### src/rtl/button_input_unit.sv
// Player-input front end for the Genius game. Each raw button is synchronised and debounced.
// A small FSM then turns each clean press into one encoded, handshaked event.
module button_input_unit #(
    parameter  int NUM_BUTTONS     = 4,
    parameter  int DEBOUNCE_CYCLES = 4,
    localparam int IDX_W           = $clog2(NUM_BUTTONS)
) (
    input  logic                   clk,
    input  logic                   rst_n,
    input  logic                   player_wr,
    input  logic [NUM_BUTTONS-1:0] buttons_i,
    input  logic                   press_ready,
    output logic                   press_valid,
    output logic [IDX_W-1:0]       press_idx,
    output logic                   multi_press,
    output logic                   busy
);

    localparam int CNT_W = (DEBOUNCE_CYCLES > 1) ? $clog2(DEBOUNCE_CYCLES) : 1;
    localparam logic [CNT_W-1:0]       CNT_MAX = CNT_W'(DEBOUNCE_CYCLES - 1);
    localparam logic [NUM_BUTTONS-1:0] ONE_VEC = NUM_BUTTONS'(1);

    typedef enum logic [1:0] {
        S_DISABLED,
        S_WAIT_REL,
        S_ARMED,
        S_OUTPUT
    } state_t;

    logic [NUM_BUTTONS-1:0] r_sync1;
    logic [NUM_BUTTONS-1:0] r_sync2;
    logic [NUM_BUTTONS-1:0] w_stable;

    state_t           r_state;
    state_t           w_state_next;
    logic             r_press_valid;
    logic             w_press_valid_next;
    logic [IDX_W-1:0] r_press_idx;
    logic [IDX_W-1:0] w_press_idx_next;
    logic             r_multi_press;
    logic             w_multi_press_next;

    logic [IDX_W-1:0] w_enc_idx;
    logic             w_any;
    logic             w_one_hot;

    always_ff @(posedge clk or negedge rst_n) begin
        if (!rst_n) begin
            r_sync1 <= '0;
            r_sync2 <= '0;
        end else begin
            r_sync1 <= buttons_i;
            r_sync2 <= r_sync1;
        end
    end

    // A level change is accepted only after DEBOUNCE_CYCLES consecutive mismatching cycles.
    generate
        for (genvar gi = 0; gi < NUM_BUTTONS; gi++) begin : g_debounce
            logic [CNT_W-1:0] r_cnt;
            logic             r_stable_bit;

            always_ff @(posedge clk or negedge rst_n) begin
                if (!rst_n) begin
                    r_cnt        <= '0;
                    r_stable_bit <= 1'b0;
                end else if (r_sync2[gi] != r_stable_bit) begin
                    if (r_cnt == CNT_MAX) begin
                        r_stable_bit <= r_sync2[gi];
                        r_cnt        <= '0;
                    end else begin
                        r_cnt <= r_cnt + 1'b1;
                    end
                end else begin
                    r_cnt <= '0;
                end
            end

            assign w_stable[gi] = r_stable_bit;
        end
    endgenerate

    always_comb begin
        w_enc_idx = '0;
        for (int i = 0; i < NUM_BUTTONS; i++) begin
            if (w_stable[i]) begin
                w_enc_idx = IDX_W'(i);
            end
        end
    end

    assign w_any     = (w_stable != '0);
    assign w_one_hot = w_any && ((w_stable & (w_stable - ONE_VEC)) == '0);

    always_ff @(posedge clk or negedge rst_n) begin
        if (!rst_n) begin
            r_state       <= S_DISABLED;
            r_press_valid <= 1'b0;
            r_press_idx   <= '0;
            r_multi_press <= 1'b0;
        end else begin
            r_state       <= w_state_next;
            r_press_valid <= w_press_valid_next;
            r_press_idx   <= w_press_idx_next;
            r_multi_press <= w_multi_press_next;
        end
    end

    // Closing the window wins over any handshake or detection in the same cycle.
    always_comb begin
        w_state_next       = r_state;
        w_press_valid_next = r_press_valid;
        w_press_idx_next   = r_press_idx;
        w_multi_press_next = 1'b0;

        if (!player_wr) begin
            w_state_next       = S_DISABLED;
            w_press_valid_next = 1'b0;
        end else begin
            case (r_state)
                S_DISABLED: begin
                    w_state_next = S_WAIT_REL;
                end
                S_WAIT_REL: begin
                    if (!w_any) begin
                        w_state_next = S_ARMED;
                    end
                end
                S_ARMED: begin
                    if (w_one_hot) begin
                        w_press_idx_next   = w_enc_idx;
                        w_press_valid_next = 1'b1;
                        w_state_next       = S_OUTPUT;
                    end else if (w_any) begin
                        w_multi_press_next = 1'b1;
                        w_state_next       = S_WAIT_REL;
                    end
                end
                S_OUTPUT: begin
                    if (press_ready) begin
                        w_press_valid_next = 1'b0;
                        w_state_next       = S_WAIT_REL;
                    end
                end
                default: begin
                    w_state_next       = S_DISABLED;
                    w_press_valid_next = 1'b0;
                end
            endcase
        end
    end

    assign press_valid = r_press_valid;
    assign press_idx   = r_press_idx;
    assign multi_press = r_multi_press;
    assign busy        = (r_state != S_DISABLED);

endmodule
### config.mk
export PLATFORM = sky130hd
export DESIGN_NAME = button_input_unit
export DESIGN_NICKNAME = d
export VERILOG_FILES = /design/src/rtl/button_input_unit.sv
export SDC_FILE = /design/constraint.sdc
export NUM_CORES = 1
export LEC_CHECK = 0
export BUFFER_PORTS_ARGS = -buffer_cell sky130_fd_sc_hd__buf_2
export CORE_MARGIN = 2
export CORE_UTILIZATION = 50
export CTS_BUF_LIST = sky130_fd_sc_hd__clkbuf_16
export DETAILED_ROUTE_END_ITERATION = 10
export GPL_ROUTABILITY_DRIVEN = 0
export PLACE_DENSITY = 0.71
export SLEW_MARGIN = 25
export SYNTH_ARGS = -nofsm -noshare
export SYNTH_HDL_FRONTEND = slang
export SYNTH_SLANG_ARGS = --single-unit
### constraint.sdc
create_clock -name clk -period 3.51 [get_ports clk]
set_input_delay 0 -clock clk [delete_from_list [all_inputs] [get_ports clk]]
set_output_delay 0 -clock clk [all_outputs]
set_load 0.01 [all_outputs]
; After elaboration in Yosys (flattened, before gate mapping)
; Index checks and enable logic that the tools add are counted.
[word_totals]
register_bits = 26
latchBits = 0
mem_bits_rw = 0
rom_bits = 0
inputBits = 8
elab_cells = 73
mem_count = 0
[classes]
add_sub_neg = 5
mul = 0
n_div = 0
order_cmp = 0
eq_ne = 16
n_shift = 0
muxes = 25
bitwise_logic = 1
n_reduce_logical = 12
[ops]
columns = operator, count
row1 = 2-bit 2-to-1 mux, 15
row2 = 2-bit == test (second input constant), 6
row3 = 3-bit inequality test (second input constant), 3
row4 = 3-bit AND reduction, 3
row5 = 2-bit by 1-bit adder with 2-bit output (second input constant), 4
row6 = 1-bit 2-to-1 mux, 8
row7 = 2-bit case mux with 4 select lines, 1
row8 = 2-bit AND reduction, 4
row9 = 4-bit bitwise AND, 1
row10 = 4-bit logical NOT, 1
row11 = 1-bit inequality test, 4
row12 = 4-bit inequality test (second input constant), 1
row13 = 4-bit nonzero test, 1
row14 = 4-bit by 1-bit subtractor with 4-bit output (second input constant), 1
row15 = 3-bit by 1-bit inequality test with 1-bit output (second input constant), 1
row16 = 2-bit by 1-bit == test with 1-bit output (second input constant), 1
row17 = 2-bit logical NOT, 1
row18 = 1-bit case mux with 2 select lines, 1
row19 = 2-bit nonzero test, 1
row20 = 1-bit logical AND, 1

; Logic depth before layout (Yosys ltp)
; Gate-level depths: netlist (run 1).
[depth]
word_depth = 7
depth_mapped = 6
depth_no_buf = 6

; Worst setup path after synthesis (run 1)
; No wires, ideal clock.
[synth_timing]
path_type = reg-to-reg
from = register g_debounce[2].r_stable_bit
to = register r_state[0]
setup_ns = 0.119
t_arrival_ns = 1.494
slack_ns = 1.897
path_stages_with_launch = 6
path_buffers = 1
cell_sequence = dfrtp_1 buf_4 o41a_1 a311o_1 mux2i_1 and2_1
[synth_via]
elab_chain_len = 7
elab_cells_between_ends = 11
classes_between = add/sub (1) / eq/ne (2) / mux (3) / bitwise (1) / reduce/logical (4)
[synth_lines]
columns = element, line
row1 = from (decl), 61  ; logic r_stable_bit;
row2 = from (signal assigned), 69  ; r_stable_bit <= r_sync2[gi];
row3 = 4-bit by 1-bit subtractor with 4-bit output, 93  ; assign w_one_hot = w_any && ((w_stable & (w_stable - ONE_VEC)) == '0);
row4 = 4-bit bitwise AND, 93
row5 = 4-bit logical NOT, 93
row6 = 1-bit logical AND, 93
row7 = 2-bit 2-to-1 mux, 130  ; if (w_one_hot) begin
row8 = 2-bit case mux with 4 select lines, 120  ; case (r_state)
row9 = 2-bit 2-to-1 mux, 116  ; if (!player_wr) begin
row10 = to (signal assigned), 102  ; r_state <= w_state_next;
row11 = to (decl), 34  ; state_t r_state;
; Parallel ways exist; a longest one is shown, timed or not.
; A chain may end at the register's enable or synchronous reset.

; Final worst setup path (run 1)
[layout_timing]
from = register g_debounce[3].r_stable_bit
to = register r_press_valid (netlist: press_valid)
[layout_via]
elab_chain_len = 6
elab_cells_between_ends = 7
classes_between = add/sub (1) / eq/ne (1) / bitwise (1) / reduce/logical (4)
[layout_lines]
columns = element, line
row1 = from (decl), 61
row2 = from (signal assigned), 69
row3 = 4-bit by 1-bit subtractor with 4-bit output, 93
row4 = 4-bit bitwise AND, 93
row5 = 4-bit logical NOT, 93
row6 = 1-bit logical AND *, 93
row7 = 3-bit inequality test (no source line) *, --
row8 = 3-bit AND reduction (no source line) *, --
row9 = to (signal assigned), 103  ; r_press_valid <= w_press_valid_next;
row10 = to (decl), 36  ; logic r_press_valid;
; Every way passes the cells marked *; elsewhere a longest branch is shown, timed or not.

==> results.tsv, run 1 <==
metric	value	unit
overflow	0	
critPathMaxStageDelay	0.52	ns
placementRows	17	
vias	744	
clock_path_buffers	2	
cts-resized-gates	0	
crit_fanout	12	
globalRouteTotalUtil	14.3	%
dp_hpwl	1140	um
crit_slowest_cell	dfrtp_1	
yosys_register_bits	26	
grt_pass1_vias	671	
cts.htree.levels	1	
crit_chain	xor2_1 -> a211oi_1 -> nor3_1 -> o31a_1	
yosysWarningCount	0	
die-area	2700	sq um
hold_path_class	primary input to flip-flop	
synth_nets	110	
drv_cap	0	
setup_viol	0	
io_pins	13	
p_leak	0.624	nW
startpoint	g_debounce[3].r_stable_bit	
drt_first_iter_violations	5	
maxSlewHeadroom	63.4	%
hold_depth	2	
syn_inst	93	
viasPerCell	5.43	
clock-sinks	26	
crit_end	press_valid	
die_y	51.9	um
synthArstFlopShare	100	%
ys_seq_area_share	56.6	%
fmaxAchievable	587	MHz
syn-cell-area	1150	sq um
r2r_cells	4	
clock_latency	0.25	ns
cts_hold_buf	5	
status	completed	
synthDistinctLibCells	29	
grt_start_max_net_pins	27	
wire_per_inst	12.0	um
ys.flop_type	dfrtp_1	
start_util	52.4	%
grt_pass1_wl	2860	um
die_w	51.9	um
cts-buffers-inserted	3	
fill_cells	172	
area_growth	16.7	%
timing.rr.start	g_debounce[3].r_stable_bit	
synth_edf_count	0	
final_common_cell	dfrtp_1	
setup_slack	1.81	ns
ir_drop	0.000552	V
slew_violations	0	
power	1.00	mW
p_per_area	747	nW/um^2
startpoint_type	flip-flop	
postCtsSetupRepairBufs	0	
fin_cells	137	
dpl_worst_slack	1.81	ns
drc	0	
fp.coreArea	2190	sq um
ff2ff_setup_slack	1.81	ns
cp.required	3.65	ns
cts_root_buf	clkbuf_16	
worst_pin_slew	0.548	ns
wl	1640	um
avgSynthCellArea	12.4	sq um
timing.rr.end	press_valid	
hold_start	player_wr	
placedCellCount	129	
skew	0.00164	ns
rsz0062_at_grt	no	
fin_crit_sh	48.5	%
io_buffers	12	
critPathKind	flip-flop to flip-flop	
cp.arrival	1.84	ns
end_kind	flip-flop	
whs	0.0170	ns
antenna_cells	0	
finalCriticalPeriod	1.70	ns
first_pass_iters	5	
grt_antenna_before_repair	0	
layout.nets	128	
ant_nets	0	
path_clk_slew	0.06	ns
drive_above_1_share	16.5	%
layout_common_cells	26 x dfrtp_1, 12 x buf_2, 9 x ha_1	
hold_viol	0	
finalSetupTns	0	ns
cts_tree	built	
-- registers in the layout (all words and copies together), names as in the netlist --
register / flops
g_debounce.r_cnt: 8
g_debounce.r_stable_bit: 4
press_valid: 1
r_sync2: 4
press_idx: 2
multi_press: 1
r_sync1: 4
r_state: 2
-- cells in the mapped netlist, types with 2 or more instances --
master / count / area [sq um]
o31a_1: 2 / 17.5
a21oi_1: 2 / 10.0
inv_1: 5 / 18.8
nor2_1: 5 / 18.8
xnor2_1: 4 / 35.0
nor3_1: 7 / 35.0
ha_1: 9 / 113
nor2b_1: 5 / 31.3
o21ai_0: 2 / 10.0
nor4b_1: 2 / 17.5
mux2_2: 3 / 33.8
dfrtp_1: 26 / 651
a211oi_1: 2 / 15.0
buf_2: 2 / 10.0
nand2_1: 3 / 11.3
-- logic make-up (layout without fill, tap and decap cells) --
family / Yosys count / in the layout / synth area share (%)
xor+xnor: 5 / 5 / 3.81
buf+inv: 9 / 25 / 4.14
fa+ha+maj: 9 / 9 / 9.80
simple gates: 24 / 24 / 11.0
mux: 4 / 4 / 3.81
flops: 26 / 26 / 56.6
compound gates: 16 / 16 / 10.8
-- through the flow --
stage | utilization (%) | instance area [sq um]
after CTS | 61.2 | 1340
after floorplan | - | 1150
final | 61.2 | 1340
after global routing | 61.2 | 1340
after detailed placement | 55.5 | 1210
after global placement | 55.5 | 1210
-- power by group --
group | switching [mW] | internal, mW
registers | 0.0981 | 0.376
clock network | 0.0887 | 0.150
logic | 0.139 | 0.148
total | 0.326 | 0.675
-- cell type report --
class | instances | area (sq um) | area share [%]
Clock buffer | 3 | 75.1 | 5.60
Timing Repair Buffer | 17 | 110 | 8.22
Sequential cell | 26 | 651 | 48.6
Tap cell | 28 | 35.0 | 2.61
Multi-Input combinational cell | 58 | 450 | 33.6
Inverter | 5 | 18.8 | 1.40
-- critical path, delay by kind of cell (launching register included) --
kind                      cells  cell delay [ns]
and+or+nand+nor               1             0.09
xor gates and xnor gates      1             0.21
DFF                           1             0.52
AOI/OAI and AO/OA             2             0.77
-- worst min-delay path by stage --
stage	end
after floorplan	g_debounce[0].r_cnt[0]
after global placement	g_debounce[0].r_cnt[0]
after detailed placement	g_debounce[0].r_cnt[0]
after CTS	press_valid
after global routing	press_valid
final	press_valid
-- per-layer routing --
layer  track usage [%]  wire length [um]
met4              5.26                20
met1              18.7               724
met3              4.02                79
met5                 0                 0
met2              22.8               813
Note: power is estimated with default switching activity, not from simulation.
==> inputs of run 2 (changes only) <==
--- a/config.mk
+++ b/config.mk
@@ -5,6 +5,7 @@
 export SDC_FILE = /design/constraint.sdc
 export NUM_CORES = 1
 export LEC_CHECK = 0
+export ABC_AREA = 1
 export BUFFER_PORTS_ARGS = -buffer_cell sky130_fd_sc_hd__buf_2
 export CORE_MARGIN = 2
 export CORE_UTILIZATION = 50
==> constraint.sdc (replaced) <==
create_clock -name clk -period 1.6 [get_ports clk]
set_input_delay 0 -clock clk [delete_from_list [all_inputs] [get_ports clk]]
set_output_delay 0 -clock clk [all_outputs]
set_load 0.01 [all_outputs]
==> run 2 against run 1 <==
  * Combinational power up 130%
  * Utilization up 0.95 points
  * Power up 120%
  * Register-to-register slack worse by 1.5 ns
  * Fmax up 32%
==> results.tsv, run 2 <==
metric	value	unit
fin_crit_sh	80.5	%
drt_first_iter_violations	11	
p_per_area	1630	nW/um^2
startpoint_type	flip-flop	
skew	0.00156	ns
critPathMaxStageDelay	0.41	ns
synthTopCellsByArea	dfrtp_1 58%, ha_1 10%, nand2_1 7.3%, inv_1 5.7%, o21ai_0 3.6%	
area_growth	19.9	%
crit_chain	inv_1 -> ha_1 -> nand3_2 -> o21ai_0 -> nand2_1	
combPwrFrac	30.4	%
yosys-top-cells-count	26 x dfrtp_1, 22 x nand2_1, 17 x inv_1, 9 x ha_1, 8 x o21ai_0	
cts_root_buf	clkbuf_16	
ys.flop_type	dfrtp_1	
switching_share	33.0	%
io_buffers	12	
p_switching	0.722	mW
multi_input_area	409	sq um
finalSetupTns	0	ns
hold_path_class	primary input to flip-flop	
overflow	0	
wl	1590	um
syn-cell-area	1120	sq um
cts-buffers-inserted	3	
first_pass_iters	4	
maxSlewHeadroom	63.7	%
final_common_cell	dfrtp_1	
path_clk_slew	0.06	ns
drc	0	
layout.nets	148	
clkPwrFrac	24.2	%
layout_common_cells	26 x dfrtp_1, 22 x nand2_1, 17 x inv_1	
viasPerCell	4.61	
syn_inst	109	
die_y	51.4	um
clock_latency	0.25	ns
drv_cap	0	
crit_fanout	5	
avgSynthCellArea	10.3	sq um
grt_pass1_vias	692	
yosysTopAreaCell	dfrtp_1	
synth_top_area_share	57.9	%
fp.coreArea	2170	sq um
setup_viol	0	
internal_power	1.47	mW
clock_path_buffers	2	
ant_nets	0	
yosys_register_bits	26	
worst_pin_slew	0.544	ns
crit_slowest_cell	dfrtp_1	
finalCriticalPeriod	1.29	ns
clock-sinks	26	
dp_hpwl	1130	um
regArea	651	sq um
largest_register_ffs	8	
fmaxAchievable	776	MHz
grt_start_max_net_pins	27	
end_kind	flip-flop	
globalRouteTotalUtil	15.0	%
cp.required	1.73	ns
antenna_cells	0	
die_w	51.4	um
placementRows	17	
ys_seq_area_share	57.9	%
grt_antenna_before_repair	0	
hold_viol	0	
rsz0062_at_grt	no	
die-area	2640	sq um
fill_cells	194	
vias	728	
wire_per_inst	10.0	um
synthDistinctLibCells	15	
p_seq_share	45.4	%
synth_edf_count	0	
p_leak	0.723	nW
cts_tree	built	
cts.htree.levels	1	
cp.arrival	1.42	ns
synth_nets	126	
critPathKind	flip-flop to flip-flop	
drive_above_1_share	17.7	%
post-synth-top-count-cell	dfrtp_1	
status	completed	
regMostFlops	g_debounce.r_cnt	
placedCellCount	149	
io_pins	13	
fin_cells	158	
ff2ff_setup_slack	0.31	ns
synthArstFlopShare	100	%
start_util	51.8	%
grt_pass1_wl	2870	um
yosysWarningCount	0	
ir_drop	0.000900	V
slew_violations	0	
==> run 2: cell types whose count changed after synthesis, moves of 3 or more <==
cell	delta
o21ai_0	+6
nand3_1	+3
nor3_1	-3
nor2b_1	-5
inv_1	+12
nor2_2	+3
nand2_1	+19
==> run 2: metrics by stage <==
step                      setup WS (ns)  instance area [sq um]  util, %  power [mW]  hold WS (ns)
after floorplan                   0.455                   1120        -        1.48        -0.296
after global placement            0.336                   1220     56.2        1.62        0.0175
after detailed placement          0.338                   1220     56.2        1.66        0.0240
after CTS                         0.313                   1350     62.1        2.22        0.0500
after global routing              0.187                   1350     62.1        2.40        0.0802
final                             0.312                   1350     62.1        2.19        0.0578
==> run 2: final timing paths <==
kind | cells past startpoint | to | startpoint
worst max-delay path | 5 | press_idx[1] | r_state[0]
worst min-delay path | 3 | multi_press | player_wr
worst max register to register | 5 | press_idx[1] | r_state[0]
worst min register to register | 0 | r_sync2[1] | r_sync1[1]
max in group asynchronous | 2 | g_debounce[3].r_cnt[1] | rst_n
min in group asynchronous | 2 | g_debounce[0].r_cnt[0] | rst_n
==> run 2: cells by family after synthesis <==
group | after synthesis | synth area share (%)
mux | 2 | 2.00
flops | 26 | 57.9
compound gates | 8 | 3.56
fa+ha+maj | 9 | 10.0
simple gates | 43 | 17.7
buf+inv | 17 | 5.68
xor+xnor | 4 | 3.12
==> run 2: final cells by class <==
type | instances | share of cell area (%)
inverters | 17 | 4.74
flip-flops and latches | 26 | 48.3
repair buffers | 17 | 8.17
clock inverters | 1 | 0.279
multi-input cells | 66 | 30.4
clock buffers | 3 | 5.57
well taps | 28 | 2.60
==> run 2: routing by layer <==
layer	vias to the layer above	share of wire, %	track usage (%)	routed length, um
met5	-	0	0	0
met4	0	2.5	9.21	40
met3	5	3.5	2.63	56
met2	15	47	23.3	751
met1	327	47	19.4	738
li1	381	-	-	-
==> run 2: critical path, delay by kind of cell, from the launching register on <==
family / cells / cell delay (ns)
AOI/OAI and AO/OA: 1 / 0.17
adders and majority gates: 1 / 0.24
buffers and inverters: 1 / 0.11
DFF: 1 / 0.41
and+or+nand+nor: 2 / 0.23
==> run 2: repair_timing <==
action                    CTS  global route
buffers inserted            0             0
hold endpoints to repair   30             0
hold buffers                5             0
gates resized for setup     0             0
==> run 2: power by group through the flow <==
stage	sequential [mW]	clock, mW	combinational (mW)
floorplan	0.989	0	0.494
global placement	0.996	0	0.627
detailed placement	1.01	0	0.656
CTS	0.996	0.550	0.676
global route	1.02	0.581	0.796
finish	0.994	0.531	0.666
==> inputs of run 3 (changes only) <==
==> constraint.sdc (replaced) <==
create_clock -name clk -period 1.2 [get_ports clk]
set_input_delay 0 -clock clk [delete_from_list [all_inputs] [get_ports clk]]
set_output_delay 0 -clock clk [all_outputs]
set_load 0.01 [all_outputs]
==> run 3 against run 2 <==
  * The run now ends with setup timing left
  * Utilization up 9.1 points
  * Sequential power increased by 35%
  * Final cell count is 5.7% higher
  * Critical endpoint is now press_valid
  * Highest routed layer unchanged
==> results.tsv, run 3 (synthesis gave the netlist of run 2 again) <==
metric	value	unit
placementRows	17	
final_util	71.2	%
drive_above_1_share	37.4	%
p_per_area	2390	nW/um^2
antenna_cells	0	
skew	0.00170	ns
wl	2070	um
ir_drop	0.00160	V
overflow	0	
r2r_cells	8	
p_leak	0.786	nW
hold_path_class	primary input to flip-flop	
io_buffers	12	
largest_register_ffs	8	
cts-buffers-inserted	3	
die-area	2640	sq um
rsz0062_at_grt	yes	
critPathKind	flip-flop to flip-flop	
maxSlewHeadroom	61.8	%
layout.nets	157	
violations	setup timing	
crit_fanout	5	
grt_pass1_wl	3210	um
vias	786	
placedCellCount	153	
cts.htree.levels	1	
cts_tree	built	
fmaxAchievable	833	MHz
path_clk_slew	0.06	ns
drc	0	
io_pins	13	
finalCriticalPeriod	1.20	ns
viasPerCell	4.71	
fin_cells	167	
status	finished, violations left	
wire_per_inst	12.4	um
grt_start_max_net_pins	27	
setup_viol	1	
setup_slack	-0.000627	ns
grt_pass1_vias	771	
hold_depth	3	
clock_latency	0.26	ns
cp.arrival	1.36	ns
cp.required	1.36	ns
regArea	656	sq um
drv_cap	0	
clock_path_buffers	2	
layout_common_cells	22 x dfrtp_1, 17 x nand2_1, 15 x inv_1	
globalRouteTotalUtil	17.6	%
dp_hpwl	1230	um
cts_root_buf	clkbuf_16	
die_y	51.4	um
end_kind	flip-flop	
hold_viol	0	
clock-sinks	26	
drt_first_iter_violations	4	
start_util	51.8	%
ff2ff_setup_slack	-0.0006	ns
startpoint_type	flip-flop	
worst_pin_slew	0.574	ns
ant_nets	0	
slew_violations	0	
die_w	51.4	um
fill_cells	156	
final_common_cell	dfrtp_1	
grt_antenna_before_repair	0	
fp.coreArea	2170	sq um
area_growth	37.5	%
first_pass_iters	3	
fin_crit_sh	100	%
regMostFlops	g_debounce.r_cnt	
multi_input_area	508	sq um
[run 3: path summary, 6_finish.rpt]
path	start	endpoint
worst max-delay path	g_debounce[3].r_stable_bit	press_valid
worst min-delay path	player_wr	multi_press
worst max register to register	g_debounce[3].r_stable_bit	press_valid
worst min register to register	r_sync1[0]	r_sync2[0]
max in group asynchronous	rst_n	r_state[0]
min in group asynchronous	rst_n	multi_press
[run 3: per-layer routing]
| metal | global-route usage [%] | share of wire, % |
|---|---|---|
| met2 | 31.6 | 55 |
| met4 | 11.8 | 1.5 |
| met1 | 18.3 | 41 |
| met3 | 3.51 | 2.5 |
| met5 | 0 | 0 |
[run 3: through the flow]
stage | total power [mW] | area [sq um] | hold WS [ns] | setup WS, ns | setup TNS (ns)
floorplan | 1.98 | 1120 | -0.296 | 0.0547 | 0
global placement | 2.29 | 1250 | 0.0187 | 0.00609 | 0
detailed placement | 2.34 | 1250 | 0.0271 | -0.0508 | -0.0624
CTS | 3.50 | 1480 | 0.0539 | 0.00508 | 0
global route | 3.95 | 1550 | 0.0827 | -0.0662 | -0.265
finish | 3.69 | 1550 | 0.0684 | -0.000627 | -0.000627
[run 3: layout make-up]
type	instances	share of cell area [%]
sequential	26	42.4
multi-input combinational	66	32.9
timing repair buffer	26	11.5
clock buffer	3	4.86
inverter	17	4.13
tap	28	2.27
clock inverter	1	1.94
[run 3: timing repair]
action	in CTS	in global routing
setup buffers	2	3
gates resized for setup	15	16
pin swaps	5	10
endpoints found under the setup margin	6	6
hold endpoints to repair	30	0
hold buffers	5	0
[run 3: worst max-delay path: stages, from the launching register on]
cell and delay, ns:
dfrtp_1 0.42, nor2_4 0.16, nand2_2 0.08, nand2_4 0.09, nand3_4 0.12, nand2_2 0.10
nand2_1 0.05, nand2_1 0.05, inv_1 0.03
[run 3: power by group]
group,leakage (nW),switching (mW),internal [mW]
Sequential,0.321,0.203,1.13
Clock,0.0511,0.294,0.663
Combinational,0.414,0.740,0.658
